--- src/rtl/bp_pkg.sv ---
// Shared definitions for the branch-predictor update scheduler.
// Holds the default geometry, 2-bit counter encodings, saturating
// counter helpers, the queued update record and the scheduler FSM states.
package bp_pkg;

    localparam int ENTRY_BITS = 4;
    localparam int TAG_BITS   = 30 - ENTRY_BITS;

    typedef enum logic [1:0] {
        SNT = 2'd0,
        WNT = 2'd1,
        WT  = 2'd2,
        ST  = 2'd3
    } pb_t;

    typedef enum logic {
        RUN,
        SWEEP
    } sched_state_t;

    typedef struct packed {
        logic [31:0] pc;
        logic        taken;
        logic [31:0] target;
        logic        hit;
        logic        way;
        logic [1:0]  pb;
    } upd_rec_t;

    function automatic logic [1:0] sat_inc(input logic [1:0] v);
        if (v == ST) return ST;
        return v + 2'd1;
    endfunction

    function automatic logic [1:0] sat_dec(input logic [1:0] v);
        if (v == SNT) return SNT;
        return v - 2'd1;
    endfunction

endpackage

--- src/rtl/bp_update_sched_if.sv ---
// Bundle between the pipeline (master) and the update scheduler (slave):
//   upd_*    resolved-branch update handshake from Execute
//   inv_*    predictor flush request / sweep status
//   wr_*     single write port towards the BHT/BTB arrays
interface bp_update_sched_if #(
    parameter int ENTRY_BITS = 4
);
    localparam int TAG_BITS = 30 - ENTRY_BITS;

    logic                  upd_valid;
    logic                  upd_ready;
    logic [31:0]           upd_pc;
    logic                  upd_taken;
    logic [31:0]           upd_target;
    logic                  upd_hit;
    logic                  upd_way;
    logic [1:0]            upd_pb;
    logic                  inv_req;
    logic                  inv_busy;
    logic                  wr_en;
    logic                  wr_all;
    logic [ENTRY_BITS-1:0] wr_set;
    logic                  wr_way;
    logic                  wr_v;
    logic [TAG_BITS-1:0]   wr_tag;
    logic [1:0]            wr_pb;
    logic [31:0]           wr_ta;

    modport master (
        output upd_valid, upd_pc, upd_taken, upd_target, upd_hit, upd_way,
               upd_pb, inv_req,
        input  upd_ready, inv_busy, wr_en, wr_all, wr_set, wr_way, wr_v,
               wr_tag, wr_pb, wr_ta
    );

    modport slave (
        input  upd_valid, upd_pc, upd_taken, upd_target, upd_hit, upd_way,
               upd_pb, inv_req,
        output upd_ready, inv_busy, wr_en, wr_all, wr_set, wr_way, wr_v,
               wr_tag, wr_pb, wr_ta
    );

endinterface

--- src/rtl/bp_upd_fifo.sv ---
// Synchronous FIFO for queued predictor updates.
// Ports: clk, nrst (async active-low), push/pop/clear controls, din/dout
// data (dout shows the head), full/empty status. Clear wins over push/pop;
// push when full and pop when empty are ignored.
module bp_upd_fifo #(
    parameter int WIDTH = 8,
    parameter int DEPTH = 4
) (
    input  logic             clk,
    input  logic             nrst,
    input  logic             push,
    input  logic             pop,
    input  logic             clear,
    input  logic [WIDTH-1:0] din,
    output logic [WIDTH-1:0] dout,
    output logic             full,
    output logic             empty
);

    localparam int AW = $clog2(DEPTH);

    logic [WIDTH-1:0] mem [DEPTH];
    logic [AW-1:0]    rd_ptr;
    logic [AW-1:0]    wr_ptr;
    logic [AW:0]      count;
    logic             push_ok;
    logic             pop_ok;

    assign full    = (count == (AW+1)'(DEPTH));
    assign empty   = (count == '0);
    assign push_ok = push && !full && !clear;
    assign pop_ok  = pop && !empty && !clear;
    assign dout    = mem[rd_ptr];

    always_ff @(posedge clk or negedge nrst) begin
        if (!nrst) begin
            rd_ptr <= '0;
            wr_ptr <= '0;
            count  <= '0;
        end else if (clear) begin
            rd_ptr <= '0;
            wr_ptr <= '0;
            count  <= '0;
        end else begin
            if (push_ok) wr_ptr <= wr_ptr + AW'(1);
            if (pop_ok)  rd_ptr <= rd_ptr + AW'(1);
            if (push_ok && !pop_ok)      count <= count + (AW+1)'(1);
            else if (pop_ok && !push_ok) count <= count - (AW+1)'(1);
        end
    end

    always_ff @(posedge clk) begin
        if (push_ok) mem[wr_ptr] <= din;
    end

endmodule

--- src/rtl/bp_update_sched.sv ---
// Update scheduler between Execute and the predictor's single write port.
// Ports: clk, nrst (async active-low), bus (slave side of
// bp_update_sched_if). Buffers resolved-branch updates, picks the victim
// way from per-set LRU bits, formats the 2-bit counter write, and runs a
// one-set-per-cycle invalidation sweep on inv_req.
module bp_update_sched #(
    parameter int ENTRY_BITS = bp_pkg::ENTRY_BITS,
    parameter int PRD_BITS   = 2,
    parameter int FIFO_DEPTH = 4
) (
    input logic              clk,
    input logic              nrst,
    bp_update_sched_if.slave bus
);

    import bp_pkg::*;

    localparam int SETS     = 1 << ENTRY_BITS;
    localparam int TAG_BITS = 30 - ENTRY_BITS;

    sched_state_t          state;
    sched_state_t          state_nx;
    logic [ENTRY_BITS-1:0] cnt;
    logic [SETS-1:0]       lru;

    upd_rec_t              fifo_din;
    upd_rec_t              head;
    logic                  fifo_full;
    logic                  fifo_empty;
    logic                  push;
    logic                  pop;
    logic                  clear;

    logic [ENTRY_BITS-1:0] head_set;
    logic [TAG_BITS-1:0]   head_tag;
    logic                  head_wr;
    logic                  head_way;
    logic [PRD_BITS-1:0]   head_pb;
    logic [1:0]            unused_pc_lsb;

    logic                  upd_wr_en;
    logic [ENTRY_BITS-1:0] upd_wr_set;
    logic                  upd_wr_way;
    logic [TAG_BITS-1:0]   upd_wr_tag;
    logic [PRD_BITS-1:0]   upd_wr_pb;
    logic [31:0]           upd_wr_ta;

    always_comb begin
        fifo_din        = '0;
        fifo_din.pc     = bus.upd_pc;
        fifo_din.taken  = bus.upd_taken;
        fifo_din.target = bus.upd_target;
        fifo_din.hit    = bus.upd_hit;
        fifo_din.way    = bus.upd_way;
        fifo_din.pb     = bus.upd_pb;
    end

    bp_upd_fifo #(
        .WIDTH($bits(upd_rec_t)),
        .DEPTH(FIFO_DEPTH)
    ) u_fifo (
        .clk   (clk),
        .nrst  (nrst),
        .push  (push),
        .pop   (pop),
        .clear (clear),
        .din   (fifo_din),
        .dout  (head),
        .full  (fifo_full),
        .empty (fifo_empty)
    );

    // Head decode: misses that were not taken are popped without a write.
    assign head_set      = head.pc[ENTRY_BITS+1:2];
    assign head_tag      = head.pc[31:ENTRY_BITS+2];
    assign unused_pc_lsb = head.pc[1:0];

    always_comb begin
        head_wr  = head.hit || head.taken;
        head_way = head.hit ? head.way : lru[head_set];
        if (!head.hit)      head_pb = PRD_BITS'(WT);
        else if (head.taken) head_pb = PRD_BITS'(sat_inc(head.pb));
        else                 head_pb = PRD_BITS'(sat_dec(head.pb));
    end

    // FSM: state register
    always_ff @(posedge clk or negedge nrst) begin
        if (!nrst) begin
            state <= RUN;
            cnt   <= '0;
        end else begin
            state <= state_nx;
            cnt   <= (state == SWEEP) ? cnt + ENTRY_BITS'(1) : '0;
        end
    end

    // FSM: next state
    always_comb begin
        state_nx = state;
        case (state)
            RUN:     if (bus.inv_req) state_nx = SWEEP;
            SWEEP:   if (cnt == ENTRY_BITS'(SETS - 1)) state_nx = RUN;
            default: state_nx = RUN;
        endcase
    end

    // FSM: outputs. Sweep writes are decoded from the registered state and
    // count so that set 0 appears in the first busy cycle and inv_busy spans
    // exactly the SETS write cycles; update writes come from the pop register.
    always_comb begin
        push  = 1'b0;
        pop   = 1'b0;
        clear = 1'b0;
        if (state == RUN) begin
            clear = bus.inv_req;
            push  = bus.upd_valid && !fifo_full && !bus.inv_req;
            pop   = !fifo_empty && !bus.inv_req;
        end

        bus.upd_ready = (state == RUN) && !fifo_full;
        bus.inv_busy  = (state == SWEEP);

        if (state == SWEEP) begin
            bus.wr_en  = 1'b1;
            bus.wr_all = 1'b1;
            bus.wr_set = cnt;
            bus.wr_way = 1'b0;
            bus.wr_v   = 1'b0;
            bus.wr_tag = '0;
            bus.wr_pb  = '0;
            bus.wr_ta  = '0;
        end else begin
            bus.wr_en  = upd_wr_en;
            bus.wr_all = 1'b0;
            bus.wr_set = upd_wr_set;
            bus.wr_way = upd_wr_way;
            bus.wr_v   = upd_wr_en;
            bus.wr_tag = upd_wr_tag;
            bus.wr_pb  = upd_wr_pb;
            bus.wr_ta  = upd_wr_ta;
        end
    end

    // Registered update write and LRU maintenance
    always_ff @(posedge clk or negedge nrst) begin
        if (!nrst) begin
            upd_wr_en  <= 1'b0;
            upd_wr_set <= '0;
            upd_wr_way <= 1'b0;
            upd_wr_tag <= '0;
            upd_wr_pb  <= '0;
            upd_wr_ta  <= '0;
            lru        <= '0;
        end else begin
            upd_wr_en <= pop && head_wr;
            if (pop && head_wr) begin
                upd_wr_set     <= head_set;
                upd_wr_way     <= head_way;
                upd_wr_tag     <= head_tag;
                upd_wr_pb      <= head_pb;
                upd_wr_ta      <= head.target;
                lru[head_set]  <= ~head_way;
            end
            if (state == SWEEP) lru[cnt] <= 1'b0;
        end
    end

endmodule

--- src/flat_wrapper.sv ---
// flat-port wrapper written by rule: the top's interface ports become plain ports
module bp_update_sched_flat import bp_pkg::*;
#(
    parameter int ENTRY_BITS = bp_pkg::ENTRY_BITS,
    parameter int PRD_BITS   = 2,
    parameter int FIFO_DEPTH = 4
)
  (clk, nrst, bus_upd_valid, bus_upd_pc, bus_upd_taken, bus_upd_target, bus_upd_hit, bus_upd_way, bus_upd_pb, bus_inv_req, bus_upd_ready, bus_inv_busy, bus_wr_en, bus_wr_all, bus_wr_set, bus_wr_way, bus_wr_v, bus_wr_tag, bus_wr_pb, bus_wr_ta);
  bp_update_sched_if #(.ENTRY_BITS(ENTRY_BITS)) bus_i ();
  input logic clk;
  input logic nrst;
  input wire logic [$bits(bus_i.upd_valid)-1:0] bus_upd_valid;
  input wire logic [$bits(bus_i.upd_pc)-1:0] bus_upd_pc;
  input wire logic [$bits(bus_i.upd_taken)-1:0] bus_upd_taken;
  input wire logic [$bits(bus_i.upd_target)-1:0] bus_upd_target;
  input wire logic [$bits(bus_i.upd_hit)-1:0] bus_upd_hit;
  input wire logic [$bits(bus_i.upd_way)-1:0] bus_upd_way;
  input wire logic [$bits(bus_i.upd_pb)-1:0] bus_upd_pb;
  input wire logic [$bits(bus_i.inv_req)-1:0] bus_inv_req;
  output wire logic [$bits(bus_i.upd_ready)-1:0] bus_upd_ready;
  output wire logic [$bits(bus_i.inv_busy)-1:0] bus_inv_busy;
  output wire logic [$bits(bus_i.wr_en)-1:0] bus_wr_en;
  output wire logic [$bits(bus_i.wr_all)-1:0] bus_wr_all;
  output wire logic [$bits(bus_i.wr_set)-1:0] bus_wr_set;
  output wire logic [$bits(bus_i.wr_way)-1:0] bus_wr_way;
  output wire logic [$bits(bus_i.wr_v)-1:0] bus_wr_v;
  output wire logic [$bits(bus_i.wr_tag)-1:0] bus_wr_tag;
  output wire logic [$bits(bus_i.wr_pb)-1:0] bus_wr_pb;
  output wire logic [$bits(bus_i.wr_ta)-1:0] bus_wr_ta;
  assign bus_i.upd_valid = bus_upd_valid;
  assign bus_i.upd_pc = bus_upd_pc;
  assign bus_i.upd_taken = bus_upd_taken;
  assign bus_i.upd_target = bus_upd_target;
  assign bus_i.upd_hit = bus_upd_hit;
  assign bus_i.upd_way = bus_upd_way;
  assign bus_i.upd_pb = bus_upd_pb;
  assign bus_i.inv_req = bus_inv_req;
  assign bus_upd_ready = bus_i.upd_ready;
  assign bus_inv_busy = bus_i.inv_busy;
  assign bus_wr_en = bus_i.wr_en;
  assign bus_wr_all = bus_i.wr_all;
  assign bus_wr_set = bus_i.wr_set;
  assign bus_wr_way = bus_i.wr_way;
  assign bus_wr_v = bus_i.wr_v;
  assign bus_wr_tag = bus_i.wr_tag;
  assign bus_wr_pb = bus_i.wr_pb;
  assign bus_wr_ta = bus_i.wr_ta;
  bp_update_sched #(.ENTRY_BITS(ENTRY_BITS), .PRD_BITS(PRD_BITS), .FIFO_DEPTH(FIFO_DEPTH)) u_core (.clk(clk), .nrst(nrst), .bus(bus_i));
endmodule
--- config.mk ---
export PLATFORM = sky130hd
export DESIGN_NAME = bp_update_sched_flat
export DESIGN_NICKNAME = d
export VERILOG_FILES = /design/src/rtl/bp_pkg.sv /design/src/rtl/bp_update_sched_if.sv /design/src/rtl/bp_upd_fifo.sv /design/src/rtl/bp_update_sched.sv /design/src/flat_wrapper.sv
export SDC_FILE = /design/constraint.sdc
export NUM_CORES = 1
export LEC_CHECK = 0
export CAP_MARGIN = 25
export CORE_UTILIZATION = 51
export DETAILED_ROUTE_END_ITERATION = 16
export GPL_ROUTABILITY_DRIVEN = 0
export GPL_TIMING_DRIVEN = 0
export PLACE_DENSITY = 0.75
export RECOVER_POWER = 100
export SYNTH_ARGS = -nofsm -noshare
export SYNTH_HDL_FRONTEND = slang
export SYNTH_SLANG_ARGS = --single-unit
--- constraint.sdc ---
create_clock -name clk -period 3.25 [get_ports clk]
set_input_delay 0.4875 -clock clk [delete_from_list [all_inputs] [get_ports clk]]
set_output_delay 0.4875 -clock clk [all_outputs]
set_load 0.005 [all_outputs]
==> results.tsv <==
stage	metric	value	unit
die	coreArea	0.02771	mm²
drt	wire_per_inst	20.64	µm
yosys	synth.top_cell.area_share	56.06	%
yosys	synth-edff-count	268	
power_and_ir_drop	p_leak	6.310	nW
yosys	synth_cells	764	
clocking	root_buffer	clkbuf_16	
drt	dr.pass1.iters	5	
yosys	yosys_most_used_dff	edfxtp_1	
yosys	synth_nets	847	
global_routing	antenna_found_initial	7	
critical_path	path_max_fanout	10	
critical_path	timing.rr.start	u_core.bus.inv_busy	
critical_path	path_class	reg -> out	
timing	slew-limit-headroom	-56.22	%
timing	rsz0062_at_grt	false	
clocking	insertion_delay	0.52	ns
power_and_ir_drop	irDropWorstVdd	0.0003858	V
timing	max_freq	0.3248	GHz
global_routing	grt_pass1_vias	7837	
global_routing	grt_pass1_wl	43690	µm
yosys	ys_types	42	
yosys	yosysTopAreaCell	edfxtp_1	
timing	setup_viol	0	
global_routing	grtUsageTotal	20.38	%
clocking	cts_tree	yes	
power_and_ir_drop	powerDensity	719.5	mW/mm²
placement	port_buffers	140	
flow_run	cap_violations	1	
die	start_util	51.82	%
die	die_w	169.8	µm
clocking	clock_sinks	362	
timing	fin_crit_sh	94.74	%
drt	drcViolationCount	0	
clocking	post_cts_buffers	0	
die	dieArea	0.02883	mm²
finish	register_area	0.01040	mm²
finish	multiInputGateArea	0.003701	mm²
timing	hold_slack	0.4721	ns
drt	num_vias	7345	
drt	detail-route-antenna-nets	0	
worst_hold_path	hp-class	reg -> reg	
critical_path	path_common_cell	clkbuf_1	
clocking	htree_levels	2	
outcome	status	finished, violations left	
finish	final_layout_size_suffix_gt1_share	18.71	%
yosys	async_reset_ff_share	25.97	%
finish	fillCellCount	1923	
die	io-pin-count	143	
die	fp.dieH	169.8	µm
yosys	yosysSeqAreaShare	72.44	%
yosys	synth_area_per_cell	18.79	µm²
global_routing	overflow	0	
die	std_cell_rows	61	
clocking	clockBufferDepth	3	
critical_path	end_kind	output port	
critical_path	critPathSlowestCell	dlygate4sd3_1	
timing	tns	0	ns
yosys	synth-seq-cells	362	
timing	skew	0.01053	ns
yosys	syn-cell-area	0.01436	mm²
drt	routed_wl	28110	µm
finish	nets	1032	
timing	hold_viol_final	0	
clocking	cts.clk_slew.worst_paths	0.06	ns
worst_hold_path	holdPathEnd	u_core.upd_wr_set[3]	
drt	viasPerCell	5.393	
timing	worst_slew_pin_slew	2.343	ns
critical_path	path_cells	clkbuf_1, clkbuf_1, nor2b_1, dlygate4sd3_1	
finish	layout_common_cells	edfxtp_1, dlygate4sd3_1, dfrtp_1	
timing	finalCriticalPeriod	3.079	ns
worst_hold_path	min_from	u_core.upd_wr_set[3]	
critical_path	cp.required	2.76	ns
worst_hold_path	hold_path_depth	2	
critical_path	reg2reg_depth	6	
drt	dr.first_iter.drc_count	355	
clocking	cts_made_buffers	37	
global_routing	grt_max_degree	59	
critical_path	arrival	2.59	ns
critical_path	r2r_setup_slack	0.31	ns
placement	hpwlAfterDp	17740	µm
critical_path	cpPeakStageDelay	0.62	ns
yosys	synth-warning-count	0	
outcome	violations	capacitance limit, slew limit	
yosys	synthTopCellsByArea	edfxtp_1, dfrtp_1, mux4_2	
critical_path	start_kind	flop	
critical_path	reg2reg_to	u_core.u_fifo.mem[3][47]	
timing	drv_slew	38	
finish	syn2layout_area_growth	21.51	%
finish	layout_commonest_cell	edfxtp_1	
==> registers in the layout (all words and copies together) (netlist names), 2 cells and up <==
name / flops
u_core.upd_wr_pb: 2
u_core.cnt: 4
u_core.u_fifo.rd_ptr: 2
u_core.u_fifo.wr_ptr: 2
u_core.upd_wr_ta: 32
u_core.upd_wr_tag: 26
u_core.u_fifo.count: 3
u_core.lru: 16
u_core.u_fifo.mem: 268
u_core.upd_wr_set: 4
==> Yosys cell counts, types with 4 or more instances <==
library cell,count
a21oi_1,9
a21oi_2,11
and2_1,7
buf_2,8
buf_6,7
clkbuf_1,17
dfrtp_1,94
edfxtp_1,268
ha_1,9
inv_1,9
mux2_1,35
mux2_2,30
mux2i_1,12
mux4_1,5
mux4_2,62
nand2_1,27
nand2b_1,5
nand3_1,6
nor2_1,25
nor2b_1,65
nor3_1,4
o21ai_0,4
o22ai_1,11
o32ai_1,4
==> worst max-delay path by stage <==
stage | to | from | depth (start not counted)
4_1_cts | bus_wr_ta[11] | u_core.bus.inv_busy | 5
6_report | bus_wr_tag[24] | u_core.bus.inv_busy | 4
2_1_floorplan | u_core.u_fifo.mem[0][0] | u_core.bus.inv_busy | 5
5_1_grt | bus_wr_ta[11] | u_core.bus.inv_busy | 5
3_3_place_gp | u_core.upd_wr_tag[18] | nrst | 1
3_5_place_dp | u_core.upd_wr_ta[1] | u_core.u_fifo.rd_ptr[1] | 6
==> per-stage QoR <==
stage / power, mW / instances / util (%) / area, µm² / setup slack [ns]
final: 12.55 / 1362 / 62.96 / 17440 / 0.1710
after global routing: 13.12 / 1359 / 62.94 / 17440 / 0.05241
after CTS: 12.76 / 1356 / 63.12 / 17490 / 0.05019
after detailed placement: 8.901 / 1287 / 59.11 / 16380 / 0.2629
after global placement: 8.811 / 1282 / 58.58 / 16230 / -2.415
after floorplan: 7.854 / 764 / - / 14360 / 0.05164
==> where the power goes <==
group	leakage [nW]	internal, mW	total (mW)	switching, mW
Combinational	2.15	1.48	2.91	1.43
Sequential	3.62	5.53	5.79	0.264
Clock	0.534	2.18	3.85	1.67
==> per-layer routing <==
layer | up-vias | part of all wire, % | GRT usage [%]
li1 | 3337 | - | -
met1 | 3760 | 41 | 26.77
met2 | 197 | 51 | 34.48
met3 | 51 | 5.6 | 3.825
met4 | 0 | 2.3 | 6.541
met5 | - | 0 | 0
==> cell families after synthesis <==
kind of cell / Yosys count / synth area share, %
flip-flops: 362 / 72.44
AND/OR/NAND/NOR: 145 / 5.343
AO/OA/AOI/OAI: 48 / 2.493
XOR/XNOR: 6 / 0.3661
buffers and inverters: 47 / 1.717
multiplexers: 144 / 16.58
adder cells (fa/ha/maj): 12 / 1.063
==> what timing repair did <==
action | 4_1_cts | 5_1_grt
hold buffers | 1 | 0
endpoints found under the hold margin | 36 | 0
gates resized for setup | 2 | 4
setup endpoints to repair | 20 | 3
==> critical path, delay by kind of cell, from the launching register on <==
| family | cells | cell delay [ns] |
|---|---|---|
| buffers and inverters | 3 | 1.55 |
| DFF | 1 | 0.37 |
| and+or+nand+nor | 1 | 0.16 |
==> area by class of cell <==
type | count | share of cell area [%]
Tap cell | 378 | 2.711
Clock inverter | 11 | 0.4447
Buffer | 37 | 1.219
Multi-Input combinational cell | 355 | 21.22
Antenna cell | 6 | 0.08607
Sequential cell | 362 | 59.62
Inverter | 10 | 0.2152
Clock buffer | 57 | 5.853
Timing Repair Buffer | 146 | 8.636
Power figures use the tool's default switching activity.
